### src/rtl/pong_match_ctrl.sv
// Pong match sequencer: idle/attract, serve countdown, live play, post-point
// pause and game over. Keeps both scores and drives the ball/paddle enables.
module pong_match_ctrl #(
  parameter int unsigned WIN_SCORE    = 7,
  parameter int unsigned SERVE_FRAMES = 60,
  parameter int unsigned POINT_FRAMES = 45,
  parameter int unsigned OVER_FRAMES  = 300
) (
  input  logic       clk_0,
  input  logic       rst,
  input  logic       frame_tick,
  input  logic       start_btn,
  input  logic       miss_left,
  input  logic       miss_right,
  output logic       reset_game,
  output logic       ball_en,
  output logic       serve_dir,
  output logic [3:0] score_p1,
  output logic [3:0] score_p2,
  output logic       game_over,
  output logic       winner,
  output logic [2:0] state
);

  typedef enum logic [2:0] {
    S_IDLE  = 3'd0,
    S_SERVE = 3'd1,
    S_PLAY  = 3'd2,
    S_POINT = 3'd3,
    S_OVER  = 3'd4
  } state_t;

  localparam logic [3:0] WIN_VAL  = 4'(WIN_SCORE);
  localparam logic [8:0] SERVE_LD = 9'(SERVE_FRAMES);
  localparam logic [8:0] POINT_LD = 9'(POINT_FRAMES);
  localparam logic [8:0] OVER_LD  = 9'(OVER_FRAMES);

  state_t     st_q, st_d;
  logic [8:0] cnt_q, cnt_d;
  logic [3:0] p1_d, p2_d;
  logic       dir_d, win_d;
  logic       rg_d, be_d, go_d;
  logic       btn_prev_q;
  logic       start_edge;
  logic       cnt_last;

  assign start_edge = start_btn & ~btn_prev_q;
  assign cnt_last   = frame_tick & (cnt_q == 9'd1);
  assign state      = st_q;

  // State, counter, scores and Moore output registers
  always_ff @(posedge clk_0 or negedge rst) begin
    if (!rst) begin
      st_q       <= S_IDLE;
      cnt_q      <= '0;
      score_p1   <= '0;
      score_p2   <= '0;
      serve_dir  <= 1'b1;
      winner     <= 1'b0;
      reset_game <= 1'b1;
      ball_en    <= 1'b0;
      game_over  <= 1'b0;
      btn_prev_q <= 1'b1;
    end else begin
      st_q       <= st_d;
      cnt_q      <= cnt_d;
      score_p1   <= p1_d;
      score_p2   <= p2_d;
      serve_dir  <= dir_d;
      winner     <= win_d;
      reset_game <= rg_d;
      ball_en    <= be_d;
      game_over  <= go_d;
      btn_prev_q <= start_btn;
    end
  end

  // Next-state, counter and score update; outputs are decoded from the
  // next state so they register on the same edge as the state change
  always_comb begin
    st_d  = st_q;
    cnt_d = cnt_q;
    p1_d  = score_p1;
    p2_d  = score_p2;
    dir_d = serve_dir;
    win_d = winner;

    case (st_q)
      S_IDLE: begin
        if (start_edge) begin
          p1_d  = '0;
          p2_d  = '0;
          dir_d = 1'b1;
          win_d = 1'b0;
          cnt_d = SERVE_LD;
          st_d  = S_SERVE;
        end
      end
      S_SERVE: begin
        if (frame_tick) begin
          cnt_d = cnt_q - 9'd1;
          if (cnt_last) st_d = S_PLAY;
        end
      end
      S_PLAY: begin
        if (miss_left) begin
          p2_d  = score_p2 + 4'd1;
          dir_d = 1'b0;
          if (p2_d == WIN_VAL) begin
            win_d = 1'b1;
            cnt_d = OVER_LD;
            st_d  = S_OVER;
          end else begin
            cnt_d = POINT_LD;
            st_d  = S_POINT;
          end
        end else if (miss_right) begin
          p1_d  = score_p1 + 4'd1;
          dir_d = 1'b1;
          if (p1_d == WIN_VAL) begin
            win_d = 1'b0;
            cnt_d = OVER_LD;
            st_d  = S_OVER;
          end else begin
            cnt_d = POINT_LD;
            st_d  = S_POINT;
          end
        end
      end
      S_POINT: begin
        if (frame_tick) begin
          if (cnt_last) begin
            cnt_d = SERVE_LD;
            st_d  = S_SERVE;
          end else begin
            cnt_d = cnt_q - 9'd1;
          end
        end
      end
      S_OVER: begin
        if (start_edge) begin
          st_d = S_IDLE;
        end else if (frame_tick) begin
          cnt_d = cnt_q - 9'd1;
          if (cnt_last) st_d = S_IDLE;
        end
      end
      default: st_d = S_IDLE;
    endcase

    rg_d = (st_d == S_IDLE) || (st_d == S_SERVE) || (st_d == S_OVER);
    be_d = (st_d == S_PLAY);
    go_d = (st_d == S_OVER);
  end

endmodule

### config.mk
export PLATFORM = sky130hd
export DESIGN_NAME = pong_match_ctrl
export DESIGN_NICKNAME = d
export VERILOG_FILES = /design/src/rtl/pong_match_ctrl.sv
export SDC_FILE = /design/constraint.sdc
export NUM_CORES = 1
export LEC_CHECK = 0
export CORE_UTILIZATION = 30
export CTS_BUF_LIST = sky130_fd_sc_hd__clkbuf_8
export DETAILED_ROUTE_END_ITERATION = 8
export PLACE_DENSITY_LB_ADDON = 0.1
export SYNTH_ARGS = -nofsm -noshare
export SYNTH_HDL_FRONTEND = slang
export SYNTH_SLANG_ARGS = --single-unit
### constraint.sdc
create_clock -name clk_0 -period 2.1 [get_ports clk_0]
set_clock_uncertainty 0.2 [all_clocks]
set_input_delay 0.63 -clock clk_0 [delete_from_list [all_inputs] [get_ports clk_0]]
set_output_delay 0.63 -clock clk_0 [all_outputs]
set_load 0.005 [all_outputs]
### Yosys cells after proc, flatten, opt, wreduce, memory -nomap -nowiden

Cells that the tools add are included.

* add/sub/neg operators: 3
* eq/ne operators: 19
* muxes and demuxes: 39
* bitwise gates (word level): 3
* reduce and logical (&&, ||, !) cells: 11

Operator list (number)
* $mux 9: 9
* $pmux 9 s5: 1
* $mux 3: 12
* $mux 4: 4
* $pmux 4 s2: 2
* $pmux 3 s5: 1
* $ne 2x2->1 const B: 6
* $reduce_and 5->1: 2
* $eq 3x2->1 const B: 3
* $eq 9x1->1 const B: 1
* $ne 3x3->1 const B: 3
* $sub 9x1->9 const B: 1
* $add 4x1->4 const B: 2
* $eq 4x3->1 const B: 2
* $mux 1: 8
* $eq 3x1->1 const B: 2
* $eq 3x3->1 const B: 2
* $logic_not 3->1: 2
* $reduce_and 3->1: 2
* $reduce_bool 5->1: 1
* $pmux 1 s2: 2
* $reduce_and 4->1: 1
* $and 1x1->1: 2
* $logic_or 1x1->1: 2
* 2 further kinds: 2

* bits in registers: 26
* input port bits: 6
* output and inout port bits: 16

### Logic depth before layout (Yosys ltp)

Gate-level depths: netlist of run 1.

* depth after elaboration: 9
* depth in mapped cells: 7
* gate-level depth less buffers: 7

### Worst setup path before layout of run 1

Ideal clock, no wire load.

* path kind: input port to flip-flop
* from: in start_btn
* to: reg cnt_q[8]
* data arrival time: 1.886 ns
* required time: 1.831 ns
* slack: -0.055 ns
* stages: 5
* path through: or3b_2 > nand2_1 > a22oi_2 > or4_1 > nand3_1

* word-level cells in the longest chain between the ends: 3

RTL lines
* start: declaration: RTL line 12 `input logic start_btn,`
* $and 1x1->1 *: RTL line 47 `assign start_edge = start_btn & ~btn_prev_q;`
* $ne 2x2->1 (no source line)
* $reduce_and 5->1 (no source line) *
* end signal: assignment: RTL line 66 `cnt_q <= cnt_d;`
* end: declaration: RTL line 39 `logic [8:0] cnt_q, cnt_d;`

Every way passes the cells marked *; elsewhere a longest branch is shown, timed or not.
A chain may end at the register's enable or synchronous reset.

### Final worst setup path of run 1

* from: reg cnt_q[4]
* to: reg cnt_q[7]

* word-level cells in the longest chain between the ends: 5

RTL lines
* branches (longest 4 deep; another with $sub 9x1->9)
* $pmux 9 s5 *: RTL line 88 `case (st_q)`

Every way passes the cells marked *. The select of a mux whose other input is x is not followed.

==> impl_metrics.toml, run 1 <==
[die]
ios = 22
initial_core_util_pct = 31.0
rows = 26
die-area_um2 = 5570
fp.dieW_um = 74.7
die_y_um = 74.7
core_um2 = 5110

[clock_tree]
numCtsBuffers = 3
path_clk_slew_ps = 110
cts.htree.levels = 1
ctsLongestPathBuffers = 2
cts_root_buffer = "clkbuf_8"
clock_latency_ps = 280
tritoncts = "built"
numClockSinks = 26

[pwr]
sw_frac_of_total_pct = 34.6
switchingPower_mw = 0.771
power.density_nw_per_um2 = 942
peakVddDrop_mv = 0.398
static-leakage-power_nw = 1.10
internal_power_mw = 1.45
pwr-share-clk_pct = 19.6
power.total_mw = 2.22
combPwrFrac_pct = 48.5
power_frac_seq_pct = 31.8

[logic_synthesis]
synth-seq-cells = 26
syn_area_um2 = 1580
synth_cell_type_count = 47
synth-async-reset-ratio_pct = 100
synthTopCellsByArea = "dfrtp_1, dfstp_2, ha_1"
yosysTopAreaCell = "dfrtp_1"
synth_edf_count = 0
ys_seq_area_share_pct = 41.3
avgSynthCellArea_um2 = 9.21
syn_inst = 172
synth.top_cell.area_share_pct = 36.3
synthFlopType = "dfrtp_1"
synth_nets = 184
synth-warning-count = 0

[setup_path]
r2r_start = "cnt_q[4]"
r2r_cells = 5
crit_buf_inv = 0
cp.required_ps = 2080
max_stage_delay_ps = 570
reg2reg_to = "cnt_q[7]"
slowest_stage = "or4_4"
end_kind = "flop"
worst-path-stages = 5
startpoint_type = "flop"
path_class = "reg2reg"
cp_top_family = "simple AND/OR/NAND/NOR gates"
arrival_ps = 2060
cp_cell_sequence = "or4_4 -> nor4_4 -> a21oi_2 -> nor2b_4 -> a22o_1"
path_max_fanout = 6
r2r_slack_ps = 20

[grt]
grt_pass1_vias = 1393
grt_usage_pct = 15.5
grt_first_pass_wirelength_mm = 6.61
grt_antenna_before_repair = 0
grt.overflow.total = 0
grt_max_degree = 27

[drt]
drc_errors = 0
drt-pass1-iter-count = 4
antenna_left = 0
drt_iter0_drc = 35
num_vias = 1499
vias_per_cell = 4.87
drt-total-wl_mm = 4.12
drt-wirelength-per-cell_um = 13.4

[timing]
max_slew.worst_pin.slew_ps = 405
fmax_mhz = 481
min_period_over_period_pct = 99.0
setup_viol = 0
hold_viol_final = 0
grt_setup_unrepaired = "yes"
relSlewSlack_pct = 72.6
period_needed_ps = 2080
finalMaxSlewViolations = 0

[hold_path]
hp-start = "winner"
hold_path_depth = 1
min_path_type = "reg2reg"
hold_end = "winner"

[placed_design]
gp_congestion = 0.760
place.port_buffers = 21
placed_area_um2 = 2110
dpl.hpwl_mm = 2.97

[cells_and_area]
mostFrequentLayoutCells = "buf_4, dfrtp_1, nand2_1"
syn_to_final_growth_pct = 49.1
final_common_cell = "buf_4"
fin_nets = 251
diodes = 0
final_cell_area_um2 = 2360
drive_gt1_share_pct = 31.5

[outcome]
outcome = "finished, final reports clean"

[job]
cap_violations = 0
## what timing repair did
item,in CTS,in global routing
pin swaps,0,7
hold buffers,0,0
gates resized for setup,21,10
setup endpoints to repair,29,17
setup buffers,7,7
gates cloned,0,0
## metal layers
layer,track usage [%],vias up,part of all wire (%)
met5,0,-,0
met4,3.14,0,0.44
met3,2.01,2,2.4
met2,27.4,22,52
met1,20.4,723,45
li1,-,752,-
## synth_stat cells, drive strengths merged (3+ instances only)
cell and n:
a22oi 3, and3b 4, a21o 3, a21boi 3
nand3b 5, o21ai 21, inv 6, and2 3
a21oi 6, clkbuf 4, nand3 5, dfstp 3
or3b 3, ha 6, nor2 13, dfrtp 23
nand2 18, nor2b 3, a22o 3, nand2b 9
## cells by family (layout without fill, tap and decap cells)
| family | Yosys count | in the layout | share of synthesized area, % |
|---|---|---|---|
| AO/OA/AOI/OAI | 53 | 53 | 22.7 |
| XOR/XNOR | 2 | 2 | 1.11 |
| adder cells (fa/ha/maj) | 6 | 6 | 4.74 |
| buffers and inverters | 12 | 78 | 3.00 |
| flip-flops | 26 | 26 | 41.3 |
| AND/OR/NAND/NOR | 73 | 73 | 27.1 |
## worst register-to-register path, delay by kind of cell, from the launching register on
kind	cells	cell delay [ps]
flops	1	400
simple gates	3	1010
compound gates	2	370
## registers in the layout (all words and copies together) (netlist names)
signal,count
score_p2,4
state,3
score_p1,4
ball_en,1
reset_game,1
btn_prev_q,1
winner,1
cnt_q,9
serve_dir,1
game_over,1
## power groups by stage
| stage | clock [mW] | combinational [mW] | sequential [mW] |
|---|---|---|---|
| after detailed placement | 0 | 0.954 | 0.715 |
| after global routing | 0.461 | 1.19 | 0.720 |
| after global placement | 0 | 0.943 | 0.711 |
| after CTS | 0.446 | 1.02 | 0.712 |
| final | 0.437 | 1.08 | 0.708 |
| after floorplan | 0 | 0.529 | 0.727 |
## area by class of cell
| type | count | area (um^2) |
|---|---|---|
| multi-input combinational | 134 | 948 |
| timing repair buffer | 68 | 577 |
| clock buffer | 3 | 41.3 |
| clock inverter | 1 | 30.0 |
| fill | 519 | 2750 |
| tap | 70 | 87.6 |
| sequential | 26 | 656 |
| inverter | 6 | 22.5 |
## metrics by stage
step / hold WS, ps / TNS (ps) / cells / utilization, % / setup slack, ps
2_1_floorplan: 134 / -0.556 / 172 / - / -0.556
3_3_place_gp: 309 / -9160 / 290 / 41.3 / -505
3_5_place_dp: 319 / -9800 / 290 / 41.3 / -546
4_1_cts: 347 / 0 / 301 / 44.4 / 10.6
5_1_grt: 356 / -259 / 308 / 46.3 / -44.2
6_report: 332 / 0 / 308 / 46.3 / 20.2
## worst max path at each step
| stage | start | end | slack, ps |
|---|---|---|---|
| 2_1_floorplan | start_btn | cnt_q[8] | -0.6 |
| 3_3_place_gp | start_btn | score_p1[2] | -500 |
| 3_5_place_dp | start_btn | score_p1[2] | -550 |
| 4_1_cts | score_p2[3] | score_p2[3] | 10 |
| 5_1_grt | cnt_q[4] | state[0] | -40 |
| 6_report | cnt_q[4] | cnt_q[7] | 20 |
No activity file was read; power rests on OpenSTA's default activity.
==> inputs of run 2 (changes only) <==
SETUP_SLACK_MARGIN = 0.2   (was unset)
==> run 2 against run 1 <==
Critical path depth up 2. Via count is 6.7% higher. Combinational power up 29%. Hold slack got worse by 14 ps. Total power grew 9.9%. Clock power decreased by 21%. Critical path type is now in2reg. Critical endpoint is now cnt_q[6]. Largest cell class unchanged.
==> impl_metrics.toml, run 2 (synthesis gave the netlist of run 1 again) <==
[grt]
grt.overflow.total = 0
grt_use_met1_pct = 22.9
met3_usage_pct = 2.81
grt_first_pass_wirelength_mm = 7.36
grt_antenna_before_repair = 0
busiest_layer = "met2"
grt_usage_pct = 17.5
grt_pass1_vias = 1574
grt_util_met2_pct = 29.1
grt_max_degree = 27

[pwr]
power.density_nw_per_um2 = 919
switchingPower_mw = 0.883
power_frac_seq_pct = 29.1
peakVddDrop_mv = 0.350
power.total_mw = 2.45
combPwrFrac_pct = 56.8
internal_power_mw = 1.56
sw_frac_of_total_pct = 36.1
pwr-share-clk_pct = 14.1
static-leakage-power_nw = 1.23

[cells_and_area]
fin_nets = 264
seq_area_um2 = 657
final_cells = 321
largest_register_ffs = 9
diodes = 0
final_cell_area_um2 = 2660
multi_input_area_um2 = 1090
drive_gt1_share_pct = 47.0
mostFrequentLayoutCells = "buf_4, dfrtp_1, buf_6"
syn_to_final_growth_pct = 67.9
reg_top3 = "cnt_q (9), score_p1 (4), score_p2 (4)"
final_common_cell = "buf_4"
top_register = "cnt_q"
n_fill_cell = 493

[hold_path]
hold_end = "winner"
hold_path_depth = 1
hp-start = "winner"
min_path_type = "reg2reg"

[job]
cap_violations = 0

[timing]
setup_viol = 0
hold_viol_final = 0
finalMaxSlewViolations = 0
period_needed_ps = 2060
grt_setup_unrepaired = "yes"
max_slew.worst_pin.slew_ps = 348
relSlewSlack_pct = 76.6
tns_ps = 0
hold-worst-slack_ps = 318
fmax_mhz = 486
min_period_over_period_pct = 98.0

[drt]
drt-pass1-iter-count = 4
drt-total-wl_mm = 4.71
num_vias = 1600
drc_errors = 0
vias_per_cell = 4.98
antenna_left = 0
drt-wirelength-per-cell_um = 14.7
drt_iter0_drc = 35

[setup_path]
reg2reg_to = "cnt_q[6]"
r2r_start = "cnt_q[0]"
slowest_stage = "or3b_4"
r2r_slack_ps = 50
crit_buf_inv = 2
path_class = "in2reg"
arrival_ps = 2040
cp_cell_sequence = "dlygate4sd2_1 -> or3b_4 -> nand2_2 -> a22oi_2 -> bufbuf_16 -> a21o_1 -> a22o_1"
startpoint_type = "primary input"
cp.required_ps = 2080
path_max_fanout = 6
end_kind = "flop"
r2r_cells = 6
worst-path-stages = 7
max_stage_delay_ps = 400
cp_top_family = "buffers and inverters"

[die]
die-area_um2 = 5570
initial_core_util_pct = 31.0
ios = 22
rows = 26
fp.dieW_um = 74.7
core_um2 = 5110
die_y_um = 74.7

[placed_design]
gp_congestion = 0.755
place.port_buffers = 21
dp_cells = 288
placed_area_um2 = 2110
dpl.hpwl_mm = 2.96

[clock_tree]
cts.htree.levels = 1
ctsLongestPathBuffers = 2
ctsHoldBuffers = 0
numClockSinks = 26
numCtsBuffers = 3
clock_latency_ps = 280
path_clk_slew_ps = 100
tritoncts = "built"
cts_root_buffer = "clkbuf_8"

[outcome]
outcome = "finished, final reports clean"
==> run 2: power groups by stage <==
stage	Clock, mW	Sequential, mW	Combinational, mW
5_1_grt	0.376	0.730	1.51
3_3_place_gp	0	0.711	0.943
2_1_floorplan	0	0.727	0.530
3_5_place_dp	0	0.717	0.967
4_1_cts	0.358	0.708	1.25
6_report	0.344	0.712	1.39
==> run 2: final cells by class <==
type | count | share of cell area (%)
well taps | 70 | 3.29
multi-input cells | 134 | 41.2
flip-flops and latches | 26 | 24.7
clock buffers | 4 | 2.07
inverters | 6 | 0.847
repair buffers | 81 | 27.9
==> run 2: through the flow <==
stage / utilization [%] / worst slack, ps
after floorplan: - / 29.5
final: 52.1 / 41.0
after global placement: 41.3 / -410
after detailed placement: 41.3 / -417
after global routing: 52.1 / -2.09
after CTS: 48.3 / 3.15
==> run 2: worst max-delay path by stage <==
stage / startpoint / end / slack, ps
after detailed placement: start_btn / cnt_q[8] / -420
after floorplan: cnt_q[7] / cnt_q[7] / 30
after global routing: cnt_q[1] / cnt_q[6] / -2
after global placement: start_btn / cnt_q[8] / -410
after CTS: score_p2[1] / state[2] / 3
final: start_btn / cnt_q[6] / 40
==> run 2: per-layer routing <==
layer  vias up  part of all wire (%)
met4         0                   1.4
met2        17                    51
li1        783                     -
met3         5                   2.0
met1       795                    45
met5         -                     0
==> run 2: repair_timing <==
item,4_1_cts,5_1_grt
cloned,1,0
buffers inserted,23,5
endpoints found under the setup margin,37,30
gates resized for setup,62,42
pin swaps,20,22
==> inputs of run 3 (changes only) <==
CORE_ASPECT_RATIO = 1.1   (was unset)
PLACE_DENSITY_LB_ADDON = unset   (was 0.1)
==> run 3 against run 2 <==
The run now ends with DRC left. Routed wire length decreased by 13%. Final area decreased by 5.4%. Cell count fell by 6.5%. First-iteration DRC count grew 110%. Register-to-register slack better by 30 ps. Largest cell class unchanged. Total power is 4.0% lower. Hold slack got worse by 82 ps. Highest routed layer unchanged. Sequential cell count unchanged.
==> impl_metrics.toml, run 3 (synthesis gave the netlist of run 1 again) <==
[outcome]
outcome = "complete, but fails checks"
violations = "DRC"

[cells_and_area]
diodes = 0
n_fill_cell = 473
top_register = "cnt_q"
final_cell_area_um2 = 2520
final_common_cell = "buf_4"
drive_gt1_share_pct = 40.5
seq_area_um2 = 657
largest_register_ffs = 9
fin_util_pct = 50.0
mostFrequentLayoutCells = "buf_4, dfrtp_1, nand2_1"
reg_top3 = "cnt_q (9), score_p1 (4), score_p2 (4)"
fin_nets = 255
multi_input_area_um2 = 1060
final_cells = 300
syn_to_final_growth_pct = 58.8

[placed_design]
place.port_buffers = 21
placed_area_um2 = 2080
dp_slack_ps = -436
dp_cells = 274
gp_congestion = 0.813
dpl.hpwl_mm = 2.74

[setup_path]
path_class = "reg2reg"
max_stage_delay_ps = 520
slowest_stage = "or4_1"
crit_buf_inv = 0
cp.required_ps = 2120
arrival_ps = 2040
cp_top_family = "simple AND/OR/NAND/NOR gates"
r2r_slack_ps = 80
end_kind = "flop"
path_max_fanout = 4
startpoint_type = "flop"
cp_cell_sequence = "or3b_1 -> o21ai_1 -> a22oi_2 -> or4_1 -> nand3_1"

[timing]
finalMaxSlewViolations = 0
relSlewSlack_pct = 76.3
setup_viol = 0
period_needed_ps = 2020
hold_viol_final = 0
worst_slack_ps = 76.5
max_slew.worst_pin.slew_ps = 352
hold-worst-slack_ps = 235
tns_ps = 0
fmax_mhz = 494
min_period_over_period_pct = 96.4
grt_setup_unrepaired = "yes"

[die]
die-area_um2 = 5570
ios = 22
core_um2 = 5030
initial_core_util_pct = 31.5
fp.dieW_um = 71.3
rows = 27
die_y_um = 78.2

[drt]
drt_iter0_drc = 73
num_vias = 1535
drc_errors = 2
drt-total-wl_mm = 4.11
drt-wirelength-per-cell_um = 13.7
drt-pass1-iter-count = 6
antenna_left = 0
vias_per_cell = 5.12

[clock_tree]
numCtsBuffers = 3
clock_latency_ps = 280
cts_root_buffer = "clkbuf_8"
path_clk_slew_ps = 100
cts.htree.levels = 1
tritoncts = "built"
ctsLongestPathBuffers = 2
numClockSinks = 26

[grt]
grt_max_degree = 27
grt.overflow.total = 0
grt_first_pass_wirelength_mm = 6.79
grt_pass1_vias = 1456
grt_antenna_before_repair = 0
grt_usage_pct = 15.7

[pwr]
power.total_mw = 2.35
sw_frac_of_total_pct = 34.8
switchingPower_mw = 0.817
combPwrFrac_pct = 51.8
peakVddDrop_mv = 0.363
power.density_nw_per_um2 = 933
internal_power_mw = 1.53
static-leakage-power_nw = 1.16
pwr-share-clk_pct = 18.2
power_frac_seq_pct = 29.9

[hold_path]
min_path_type = "in2reg"

[job]
cap_violations = 0
==> run 3: cell count changes in the layout (fill, tap and decap cells not counted), moves of 2 or more <==
cell / before / now
a21oi_1: 2 / 4
buf_4: 42 / 37
buf_6: 19 / 13
dlygate4sd2_1: 11 / 13
o21ai_2: 4 / 2
==> run 3: layout make-up <==
type                            count  area share [%]
Sequential cell                    26            26.1
Inverter                            6           0.895
Clock buffer                        3            1.64
Clock inverter                      1            1.19
Multi-Input combinational cell    134            42.3
Tap cell                           58            2.88
Timing Repair Buffer               72            25.0
==> run 3: power by group through the flow <==
stage                     combinational [mW]  sequential (mW)  clock [mW]
after floorplan                        0.530            0.727           0
after global placement                 0.940            0.713           0
after detailed placement               0.943            0.717           0
after CTS                               1.11            0.697       0.446
after global routing                    1.33            0.719       0.461
final                                   1.22            0.702       0.428
==> run 3: path summary, 6_finish.rpt <==
check	start	endpoint	cells after the start
min in group asynchronous	rst	ball_en	2
worst min register to register	winner	winner	1
worst min-delay path	start_btn	btn_prev_q	1
max in group asynchronous	rst	serve_dir	2
worst max-delay path	state[1]	cnt_q[8]	5
worst max register to register	state[1]	cnt_q[8]	5
==> run 3: routing by layer <==
metal | vias up | share of wire, % | track usage (%)
met5 | - | 0 | 0
met4 | 0 | 2.4 | 8.20
met3 | 6 | 2.4 | 1.54
met2 | 23 | 50 | 26.3
met1 | 744 | 45 | 19.8
li1 | 762 | - | -
==> run 3: repair_timing <==
item                       in CTS  in global routing
buffers inserted               18                  4
hold buffers                    0                  0
setup endpoints to repair      40                 26
gates resized for setup        59                 20
gates cloned                    0                  0
pin swaps                      13                  4
